**src/rtl/noc_pkg.sv**
```systemverilog
// rtl/noc_pkg.sv - shared router constants, flit encodings and injector state type
package noc_pkg;

   localparam int LEN_W = 12;

   localparam logic [2:0] FLIT_IDLE = 3'b000;
   localparam logic [2:0] FLIT_HEAD = 3'b001;
   localparam logic [2:0] FLIT_BODY = 3'b010;
   localparam logic [2:0] FLIT_TAIL = 3'b100;

   localparam int L = 0;
   localparam int N = 1;
   localparam int E = 2;
   localparam int W = 3;
   localparam int S = 4;

   typedef enum logic [1:0] {IDLE, REQ, SEND, HOLD} src_state_t;

endpackage

```
**src/rtl/flit_source.sv**
```systemverilog
// rtl/flit_source.sv - per-port packet injector driving the router arbiter request bundle
module flit_source #(
   parameter int DATA_W = 32,
   parameter int SLACK  = 4,
   parameter int LEN_W  = noc_pkg::LEN_W
) (
   input  logic              clk,
   input  logic              rst,
   input  logic              pkt_valid,
   output logic              pkt_ready,
   input  logic [LEN_W-1:0]  pkt_len,
   input  logic              din_valid,
   output logic              din_ready,
   input  logic [DATA_W-1:0] din,
   input  logic              grant,
   output logic              req,
   output logic [2:0]        flit_id,
   output logic [LEN_W-1:0]  length,
   output logic              flit_valid,
   output logic [DATA_W-1:0] flit_data
);
   import noc_pkg::src_state_t;
   import noc_pkg::IDLE;
   import noc_pkg::REQ;
   import noc_pkg::SEND;
   import noc_pkg::HOLD;
   import noc_pkg::FLIT_IDLE;
   import noc_pkg::FLIT_HEAD;
   import noc_pkg::FLIT_BODY;
   import noc_pkg::FLIT_TAIL;

   src_state_t        state;
   logic [LEN_W-1:0]  len_q;
   logic [LEN_W-1:0]  rem;
   logic [LEN_W-1:0]  len_clamp;
   logic [LEN_W:0]    budget;
   logic              active;
   logic              last;

   function automatic logic [2:0] flit_kind(input logic [LEN_W-1:0] r,
                                            input logic [LEN_W-1:0] l);
      if (r == l)
         return FLIT_HEAD;
      else if (r == LEN_W'(1))
         return FLIT_TAIL;
      else
         return FLIT_BODY;
   endfunction

   // A grant seen while still in REQ or HOLD is used in the same cycle.
   assign active     = grant && (state != IDLE);
   assign last       = (rem == LEN_W'(1));
   assign din_ready  = active;
   assign flit_valid = active && din_valid;
   assign flit_data  = flit_valid ? din : '0;

   assign len_clamp = (pkt_len < LEN_W'(2)) ? LEN_W'(2) : pkt_len;
   assign budget    = {1'b0, len_clamp} + (LEN_W+1)'(SLACK);

   always_ff @(posedge clk) begin
      if (rst) begin
         state     <= IDLE;
         len_q     <= '0;
         rem       <= '0;
         req       <= 1'b0;
         flit_id   <= FLIT_IDLE;
         length    <= '0;
         pkt_ready <= 1'b0;
      end else begin
         case (state)
            IDLE: begin
               pkt_ready <= 1'b1;
               if (pkt_valid && pkt_ready) begin
                  len_q     <= len_clamp;
                  rem       <= len_clamp;
                  req       <= 1'b1;
                  flit_id   <= FLIT_HEAD;
                  length    <= budget[LEN_W] ? '1 : budget[LEN_W-1:0];
                  pkt_ready <= 1'b0;
                  state     <= REQ;
               end
            end
            default: begin
               if (flit_valid) begin
                  if (last) begin
                     rem       <= '0;
                     req       <= 1'b0;
                     flit_id   <= FLIT_IDLE;
                     length    <= '0;
                     pkt_ready <= 1'b1;
                     state     <= IDLE;
                  end else begin
                     rem     <= rem - LEN_W'(1);
                     flit_id <= flit_kind(rem - LEN_W'(1), len_q);
                     state   <= SEND;
                  end
               end else if (active) begin
                  state <= SEND;
               end else if (state == SEND) begin
                  state <= HOLD;
               end
            end
         endcase
      end
   end

endmodule

```
**config.mk**
```make
export PLATFORM = sky130hd
export DESIGN_NAME = flit_source
export DESIGN_NICKNAME = d
export VERILOG_FILES = /design/src/rtl/noc_pkg.sv /design/src/rtl/flit_source.sv
export SDC_FILE = /design/constraint.sdc
export NUM_CORES = 1
export LEC_CHECK = 0
export ABC_AREA = 1
export ABC_CLOCK_PERIOD_IN_PS = 2100
export CAP_MARGIN = 0
export CORE_MARGIN = 1
export CORE_UTILIZATION = 40
export CTS_BUF_LIST = sky130_fd_sc_hd__clkbuf_8
export DETAILED_ROUTE_END_ITERATION = 10
export GPL_ROUTABILITY_DRIVEN = 0
export PLACE_DENSITY = 0.83
export SETUP_SLACK_MARGIN = 0.5
export SLEW_MARGIN = 40
export SYNTH_ARGS = -nofsm -noshare
export SYNTH_HDL_FRONTEND = slang
export SYNTH_SLANG_ARGS = --single-unit
```
**constraint.sdc**
```tcl
create_clock -name clk -period 2.1 [get_ports clk]
set_input_delay 0.21 -clock clk [delete_from_list [all_inputs] [get_ports clk]]
set_output_delay 0.21 -clock clk [all_outputs]
set_load 0.1 [all_outputs]
```
Word level (Yosys, flattened, before mapping)
Cells that the tools add are included.

Bits in writable memories: 0. Bits in read-only memories: 0. Memories: 0. Bits in registers: 43. Latch bits: 0. Output and inout port bits: 51.

Reduce and logical (&&, ||, !) cells: 13. Multiplexer cells: 31. Divide/modulo/power cells: 0. Add/subtract/negate cells: 2. Equal/unequal tests: 5. $mul: 0. Bitwise gates (word level): 0. $lt $le $gt $ge: 1. Shift operators: 0.

Operators by type and width (number): two-way mux 12 bit (10); two-way mux 32 bit (1); == test 12 x 1 -> 1 bit (second input constant) (2); two-way mux 3 bit (6); adder 12 x 3 -> 13 bit (second input constant) (1); == test 12 bit (1); less-than comparator 12 x 2 -> 1 bit (second input constant) (1); two-way mux 2 bit (6); subtractor 12 x 1 -> 12 bit (second input constant) (1); two-way mux 1 bit (8); AND reduction 2 bit (4); nonzero test 2 bit (3); nonzero test 4 bit (1); logical AND 1 bit (3); AND reduction 3 bit (1); == test 2 bit (second input constant) (1); logical NOT 2 bit (1); inequality test 2 bit (second input constant) (1).

Longest topological paths before layout
Gate-level depths: netlist of the first run.

Depth after elaboration: 7. Depth in mapped cells: 15. Gate-level depth less buffers: 15.

Worst setup path after synthesis of the first run
No wires, ideal clock.

Path type: reg-to-output. Start: reg state[0]. End: out flit_data[10]. Cell stages (with the launch flop): 6. Setup slack: -1.052 ns. Path buffers: 1. Data required time: 1.890 ns. Data arrival time: 2.942 ns. Cells stage by stage: dfxtp_1 > nor2_4 > nor2_2 > nand2_4 > clkbuf_1 > nor2_1.

Longest elaborated chain between the ends: 4.

Ends and longest elaborated chain: start, declared (line flit_source.sv:32) `src_state_t state;`; start signal, assigned (line flit_source.sv:62) `state <= IDLE;`; start signal, assigned (line flit_source.sv:80) `state <= REQ;`; start signal, assigned (line flit_source.sv:91) `state <= IDLE;`; nonzero test 2 bit (line flit_source.sv:51) `assign active = grant && (state != IDLE);`; logical AND 1 bit (line flit_source.sv:51); via din_ready (line flit_source.sv:13) `output logic din_ready,`; logical AND 1 bit (line flit_source.sv:54) `assign flit_valid = active && din_valid;`; two-way mux 32 bit (line flit_source.sv:55) `assign flit_data = flit_valid ? din : '0;`; end, declared (line flit_source.sv:20) `output logic [DATA_W-1:0] flit_data`.

The timed path passes the listed nets, and every way through them passes these cells.

Worst setup path after layout of the first run
Start: reg rem[0]. End: reg flit_id[0].

Longest elaborated chain between the ends: 6. Elaborated cells between the ends (all ways): 7. Classes of those cells: 1 x add/sub; 2 x eq/ne; 4 x mux.

Ends and longest elaborated chain: start, declared (line flit_source.sv:34) `logic [LEN_W-1:0] rem;`; start signal, assigned (line flit_source.sv:75) `rem <= len_clamp;`; start signal, assigned (line flit_source.sv:93) `rem <= rem - LEN_W'(1);`; subtractor 12 x 1 -> 12 bit (line flit_source.sv:94) `flit_id <= flit_kind(rem - LEN_W'(1), len_q);`; == test 12 bit (line flit_source.sv:42) `if (r == l)`; two-way mux 3 bit (line flit_source.sv:42); two-way mux 3 bit * (line flit_source.sv:85) `if (last) begin`; two-way mux 3 bit * (line flit_source.sv:84) `if (flit_valid) begin`; two-way mux 3 bit * (line flit_source.sv:70) `case (state)`; end signal, assigned (line flit_source.sv:94); end, declared (line flit_source.sv:17) `output logic [2:0] flit_id,`.

Every way passes the cells marked *; elsewhere a longest branch is shown, timed or not. The select of a mux whose other input is x is not followed. A chain may end at the register's enable or synchronous reset.

==> results of run 1 <==
[worst register-to-register path, delay by kind of cell (launching register included)]
family	cells	cell delay [ns]
simple gates	9	0.97
flops	1	0.39
fa+ha+maj	1	0.26
compound gates	1	0.17
buf+inv	3	0.16
[final cells by class]
cell class              instances  area (um2)
clock buffers                   5        68.8
repair buffers                136        1660
clock inverters                 3        63.8
multi-input cells             312        2030
fillers                       424        1690
inverters                      82         333
flip-flops and latches         43         870
well taps                      96         120
[cell usage in the layout (no fill, tap or decap), drive strengths merged]
master | netlist | layout
o22ai | 8 | 8
a21oi | 34 | 34
bufinv | 0 | 2
ha | 4 | 4
o211ai | 1 | 1
o31ai | 1 | 1
o221ai | 1 | 1
nor2 | 79 | 79
nor4 | 2 | 2
a211oi | 2 | 2
dlygate4sd2 | 0 | 4
dfxtp | 43 | 43
a31oi | 1 | 1
nand3 | 34 | 34
o21ai | 22 | 22
clkbuf | 9 | 5
xor2 | 4 | 4
nand4 | 6 | 6
nor3 | 6 | 6
clkdlybuf4s50 | 0 | 44
inv | 81 | 82
clkinv | 1 | 1
a221oi | 4 | 4
nand3b | 1 | 1
buf | 3 | 88
a22oi | 4 | 4
nand2 | 98 | 98
[how the worst max path moves through the flow]
| stage | start | to | depth (start not counted) |
|---|---|---|---|
| 2_1_floorplan | state[1]$_SDFFE_PP0P_ | flit_data[10] | 5 |
| 3_3_place_gp | pkt_len[2] | length[2]$_SDFFE_PP0P_ | 8 |
| 3_5_place_dp | pkt_len[2] | length[1]$_SDFFE_PP0P_ | 8 |
| 4_1_cts | rem[0]$_SDFFE_PP0P_ | flit_id[2]$_SDFFE_PP0P_ | 15 |
| 5_1_grt | rem[8]$_SDFFE_PP0P_ | flit_id[1]$_SDFFE_PP0P_ | 12 |
| 6_report | rem[0]$_SDFFE_PP0P_ | flit_id[0]$_SDFFE_PP0P_ | 14 |
[routing by layer]
metal,vias to the layer above,part of all wire (%),global-route usage (%)
met3,92,9.5,5.52
li1,1705,-,-
met4,0,5.5,16.8
met5,-,0,0
met2,304,50,52.2
met1,1806,35,34.7
[what timing repair did]
action / CTS / global route
buffers inserted: 11 / 10
gates resized for setup: 34 / 29
endpoints found under the setup margin: 50 / 63
cloned: 3 / 0
pin swaps: 19 / 11
[state kept, by name (all words and copies together), names as in the netlist]
signal,count
rem,12
req,1
len_q,12
state,2
length,12
flit_id,3
pkt_ready,1
[power by group through the flow]
stage                     combinational, mW  sequential [mW]  clock (mW)
after CTS                              2.56             1.03       0.762
after floorplan                        1.54             1.23           0
final                                  2.94             1.05       0.769
after global placement                 2.30             1.04           0
after global routing                   3.07             1.06       0.800
after detailed placement               2.36             1.04           0
[logic make-up (layout without fill, tap and decap cells)]
logic type,count (synthesis),after routing
xor gates and xnor gates,4,4
and+or+nand+nor,226,226
DFF,43,43
buffers and inverters,94,226
AOI/OAI and AO/OA,78,78
adders and majority gates,4,4
[metrics by stage]
stage                     hold WS (ns)  utilization, %  area [um2]  instances  power (mW)
after floorplan                  0.349               -        3190        449        2.77
after global placement           0.453            67.2        4590        645        3.33
after detailed placement         0.459            67.2        4590        645        3.40
after CTS                        0.474            72.8        4970        667        4.34
after global routing             0.506            75.3        5150        677        4.93
final                            0.473            75.3        5150        677        4.76
==> metrics.yaml, run 1 <==
outcome:
  status: "finished, violations left"
  violations: "DRC"
pwr:
  cellPowerDensity_nw_per_um2: 924
  switching_share_pct: 50.1
  p_int_mw: 2.37
  power_frac_seq_pct: 22.1
  pwr-share-comb_pct: 61.8
  ir_drop_mv: 0.636
  switching_power_mw: 2.38
  p_leak_nw: 2.23
  p_clk_share_pct: 16.2
clock_network:
  insertion_delay_ns: 0.30
  clk_pin_slew_worst_paths_ns: 0.08
  cts_buffer_depth: 2
  h-tree-depth: 2
  numCtsBuffers: 5
  ctsRootBufferMaster: "clkbuf_8"
  clock-sinks: 43
  ctsHoldBuffers: 0
  tritoncts: "built"
timing:
  min_period_over_period_pct: 96.0
  setup_viol: 0
  slew_viol_final: 0
  hold_viol_final: 0
  fin_ws_ns: 0.0832
  fmax_mhz: 496
  worst_pin_slew_ns: 0.360
  fin_tns_setup_ns: 0
  fin_worst_skew_ns: 0.00372
  fin_crit_ns: 2.02
  slew_headroom_pct: 75.8
  rsz0062_at_grt: "yes"
floorplan:
  ioPinCount: 100
  die_x_um: 86.5
  die_area_um2: 7480
  core_um2: 6830
  start_util_pct: 41.8
  die_height_um: 86.5
  fp-row-count: 30
yosys:
  synth_adder_area_share_pct: 1.75
  synth-seq-cells: 43
  synth_top_area_share_pct: 30.1
  synthesis.area_um2: 2860
  avgSynthCellArea_um2: 6.36
  yosys.cell_count.top_type: "nand2_1"
  synth_common_cells: "nand2_1, inv_1, nor2_1"
  yosysWarnings: 0
  synth.distinct_cells: 38
  synthArstFlopShare_pct: 0
  synthSimpleGateAreaFrac_pct: 38.2
  synthCells: 449
  synth_edf_count: 0
  ys_seq_area_share_pct: 30.1
  yosysTopAreaCell: "dfxtp_1"
  synth_top_family_by_area: "simple AND/OR/NAND/NOR gates"
  synth-xor-area-share_pct: 1.49
  synth.area.mux_share_pct: 0
  synthTopCellsByArea: "dfxtp_1, nand2_1, inv_1, nor2_1, a21oi_1"
  syn_nets: 502
  synth_flop_cell: "dfxtp_1"
  synth_compound_area_share_pct: 15.8
drt:
  ant_nets: 0
  vias: 3907
  drtIter0Drc: 724
  vias_per_cell: 5.77
  dr.pass1.iters: 10
  wl_per_cell_um: 18.9
  wl_mm: 12.8
  drc: 1
worst_setup_path:
  critical_path_class: "reg -> reg"
  critPathBufInv: 3
  end_kind: "flip-flop"
  timing.rr.end: "flit_id[0]$_SDFFE_PP0P_"
  crit_family: "simple AND/OR/NAND/NOR gates"
  setup.worst_path.start_class: "flip-flop"
  path_cells: "inv_6, ha_4, inv_2, nand2_2, nand2_2, nor2_4, nand3_2, inv_1, nand3_1, nor2_1, nand2_1, nor2_2, nand3b_1, a21oi_2"
  critPathMostFrequentCell: "nand2_2"
  rrSetupSlack_ns: 0.08
  cp.required_ns: 2.33
  cp_max_fo: 2
  slowest_stage: "dfxtp_4"
  worstPathArrival_ns: 2.24
  rr_worst_depth: 14
  critPathMaxStageDelay_ns: 0.39
  r2r_start: "rem[0]$_SDFFE_PP0P_"
min_path:
  holdPathEnd: "req$_SDFFE_PP0P_"
  hold_depth: 2
  hold_class: "reg -> reg"
  hp-start: "req$_SDFFE_PP0P_"
final_layout:
  diodes: 0
  drive_above_1_share_pct: 36.3
  layout.nets: 633
  syn2layout_area_growth_pct: 80.2
global_route:
  grt_pass1_wl_mm: 17.6
  grt_use_total_pct: 30.0
  grt_pass1_vias: 3640
  antenna_found_initial: 0
  grt_max_degree: 18
  grt-ovfl-total: 0
run:
  drv_cap: 0
place:
  dp_hpwl_mm: 7.67
  pre_cts_slack_ns: 0.117
  port_buffers: 99
No activity file was read; power rests on OpenSTA's default activity.
==> run 2, diff against run 1 <==
- CORE_ASPECT_RATIO: default -> 0.8
- REMOVE_ABC_BUFFERS: default -> 1
==> metrics.yaml, run 2 (synthesis gave the netlist of run 1 again) <==
outcome:
  status: "completed"
min_path:
  hold_class: "in -> reg"
  hold_depth: 5  # +3
timing:
  setup_viol: 0  # unchanged
  fmax_mhz: 534  # +7.7%
  min_period_over_period_pct: 89.2  # -6.8 points
  rsz0062_at_grt: "yes"
  fin_crit_ns: 1.87  # -0.144 ns
  fin_tns_setup_ns: 0  # unchanged
  hold_viol_final: 0  # unchanged
  slew_headroom_pct: 74.9  # -0.96 points
  worst_pin_slew_ns: 0.374  # +0.0139 ns
  slew_viol_final: 0  # unchanged
  fin_ws_ns: 0.227  # +0.144 ns
  fin_worst_skew_ns: 0.00262  # -0.00110 ns
worst_setup_path:
  rrSetupSlack_ns: 0.24  # +0.16 ns
  timing.rr.end: "flit_id[1]$_SDFFE_PP0P_"
  cp.required_ns: 1.89  # -0.44 ns
  crit_start: "state[1]$_SDFFE_PP0P_"
  cp_max_fo: 8  # +6
  crit_end: "flit_data[17]"
  r2r_start: "rem[0]$_SDFFE_PP0P_"
  end_kind: "output port"
  rr_worst_depth: 12  # -2
  worstPathArrival_ns: 1.66  # -0.58 ns
  setup.worst_path.start_class: "flip-flop"
  critical_path_class: "reg -> out"
final_layout:
  layout_common_cells: "inv_1, nand2_1, buf_4"
  top_regs: "len_q: 12 flops, length: 12 flops, rem: 12 flops"
  fillCellCount: 457  # +7.8%
  seq_area_um2: 871  # +0.14%
  multi_input_area_um2: 2070  # +2.0%
  syn2layout_area_growth_pct: 84.3
  layout.nets: 642  # +1.4%
  final_cell_area_um2: 5260  # +2.3%
  diodes: 0  # unchanged
  drive_above_1_share_pct: 38.6  # +2.3 points
  fin_cells: 677  # unchanged
  mostFrequentLayoutCell: "inv_1"
floorplan:
  die_height_um: 77.6  # -10%
  die_area_um2: 7480  # about the same
  fp-row-count: 27  # -10%
  ioPinCount: 100  # unchanged
  start_util_pct: 41.4  # -0.36 points
  core_um2: 6890  # +0.88%
  die_x_um: 96.5  # +12%
clock_network:
  clk_pin_slew_worst_paths_ns: 0.08  # about the same
  h-tree-depth: 2  # unchanged
  ctsRootBufferMaster: "clkbuf_8"
  numCtsBuffers: 5  # unchanged
  tritoncts: "built"
  insertion_delay_ns: 0.31  # about the same
  cts_buffer_depth: 2  # unchanged
  clock-sinks: 43  # unchanged
global_route:
  grt_pass1_wl_mm: 18.2  # +3.6%
  grt-ovfl-total: 0  # unchanged
  antenna_found_initial: 0  # unchanged
  grt_pass1_vias: 3664  # +0.66%
  grt_max_degree: 15  # -3
  grt_use_total_pct: 32.2  # +2.2 points
pwr:
  p_leak_nw: 2.30  # +2.9%
  cellPowerDensity_nw_per_um2: 888  # -3.9%
  ir_drop_mv: 0.411  # -35%
drt:
  drc: 0  # -1
  vias_per_cell: 5.52  # -4.3%
  wl_per_cell_um: 18.6  # -1.6%
  wl_mm: 12.6  # -1.6%
  drtIter0Drc: 372  # -49%
  vias: 3738  # -4.3%
  dr.pass1.iters: 5  # -5
  ant_nets: 0  # unchanged
place:
  pre_cts_slack_ns: 0.0509  # -0.0663 ns
  dp_hpwl_mm: 7.74  # +0.89%
  port_buffers: 99  # unchanged
  dpl.cell_count: 641  # -0.62%
  place_area_um2: 4340  # -5.6%
run:
  drv_cap: 0  # unchanged
## run 2: worst min path at each step
stage                                    endpoint                   start  slack (ns)
after detailed placement   length[6]$_SDFFE_PP0P_  length[6]$_SDFFE_PP0P_        0.46
after floorplan           flit_id[1]$_SDFFE_PP0P_                     rst        0.27
after global placement     length[2]$_SDFFE_PP0P_  length[2]$_SDFFE_PP0P_        0.46
final                       state[1]$_SDFFE_PP0P_                   grant        0.45
after CTS                   state[1]$_SDFFE_PP0P_                   grant        0.42
after global routing       length[6]$_SDFFE_PP0P_  length[6]$_SDFFE_PP0P_        0.49
## run 2: worst max-delay path, stage by stage, from the launching register on
cell	delay (ns)
dfxtp_2	0.39
nor2_4	0.07
nor2_4	0.13
nand2_4	0.13
buf_12	0.16
buf_16	0.15
nor2_4	0.13
buf_12	0.19
## run 2: layer usage
layer	global-route usage, %	vias to the layer above	share of wire (%)	routed length (um)
met2	56.7	222	51	6410
li1	-	1716	-	-
met4	13.4	0	3.8	481
met3	9.90	58	9.3	1170
met5	0	-	0	0
met1	35.2	1742	36	4520
## run 2: repair_timing
item | in CTS | in global routing
setup buffers | 6 | 18
gates resized for setup | 105 | 46
pin swaps | 12 | 17
cloned | 3 | 1
hold buffers | 0 | 0
setup endpoints to repair | 64 | 72
## run 2: per-stage QoR
stage	total power [mW]	utilization [%]	hold slack (ns)
after floorplan	2.64	-	0.272
after global placement	3.25	62.9	0.456
after detailed placement	3.32	62.9	0.462
after CTS	4.21	71.9	0.417
after global routing	4.88	76.4	0.491
final	4.68	76.4	0.451
## run 2: final cells by class
class                           instances  area share (%)
Tap cell                               87            2.07
Inverter                               82            6.23
Clock buffer                            5            1.31
Timing Repair Buffer                  144            33.6
Clock inverter                          3           0.832
Sequential cell                        43            16.5
Multi-Input combinational cell        313            39.4
## run 2: power by group
group / leakage [nW] / internal [mW] / total [mW] / switching, mW
Combinational: 1.89 / 1.04 / 2.96 / 1.92
Sequential: 0.353 / 0.926 / 1.04 / 0.116
Clock: 0.0581 / 0.354 / 0.670 / 0.315
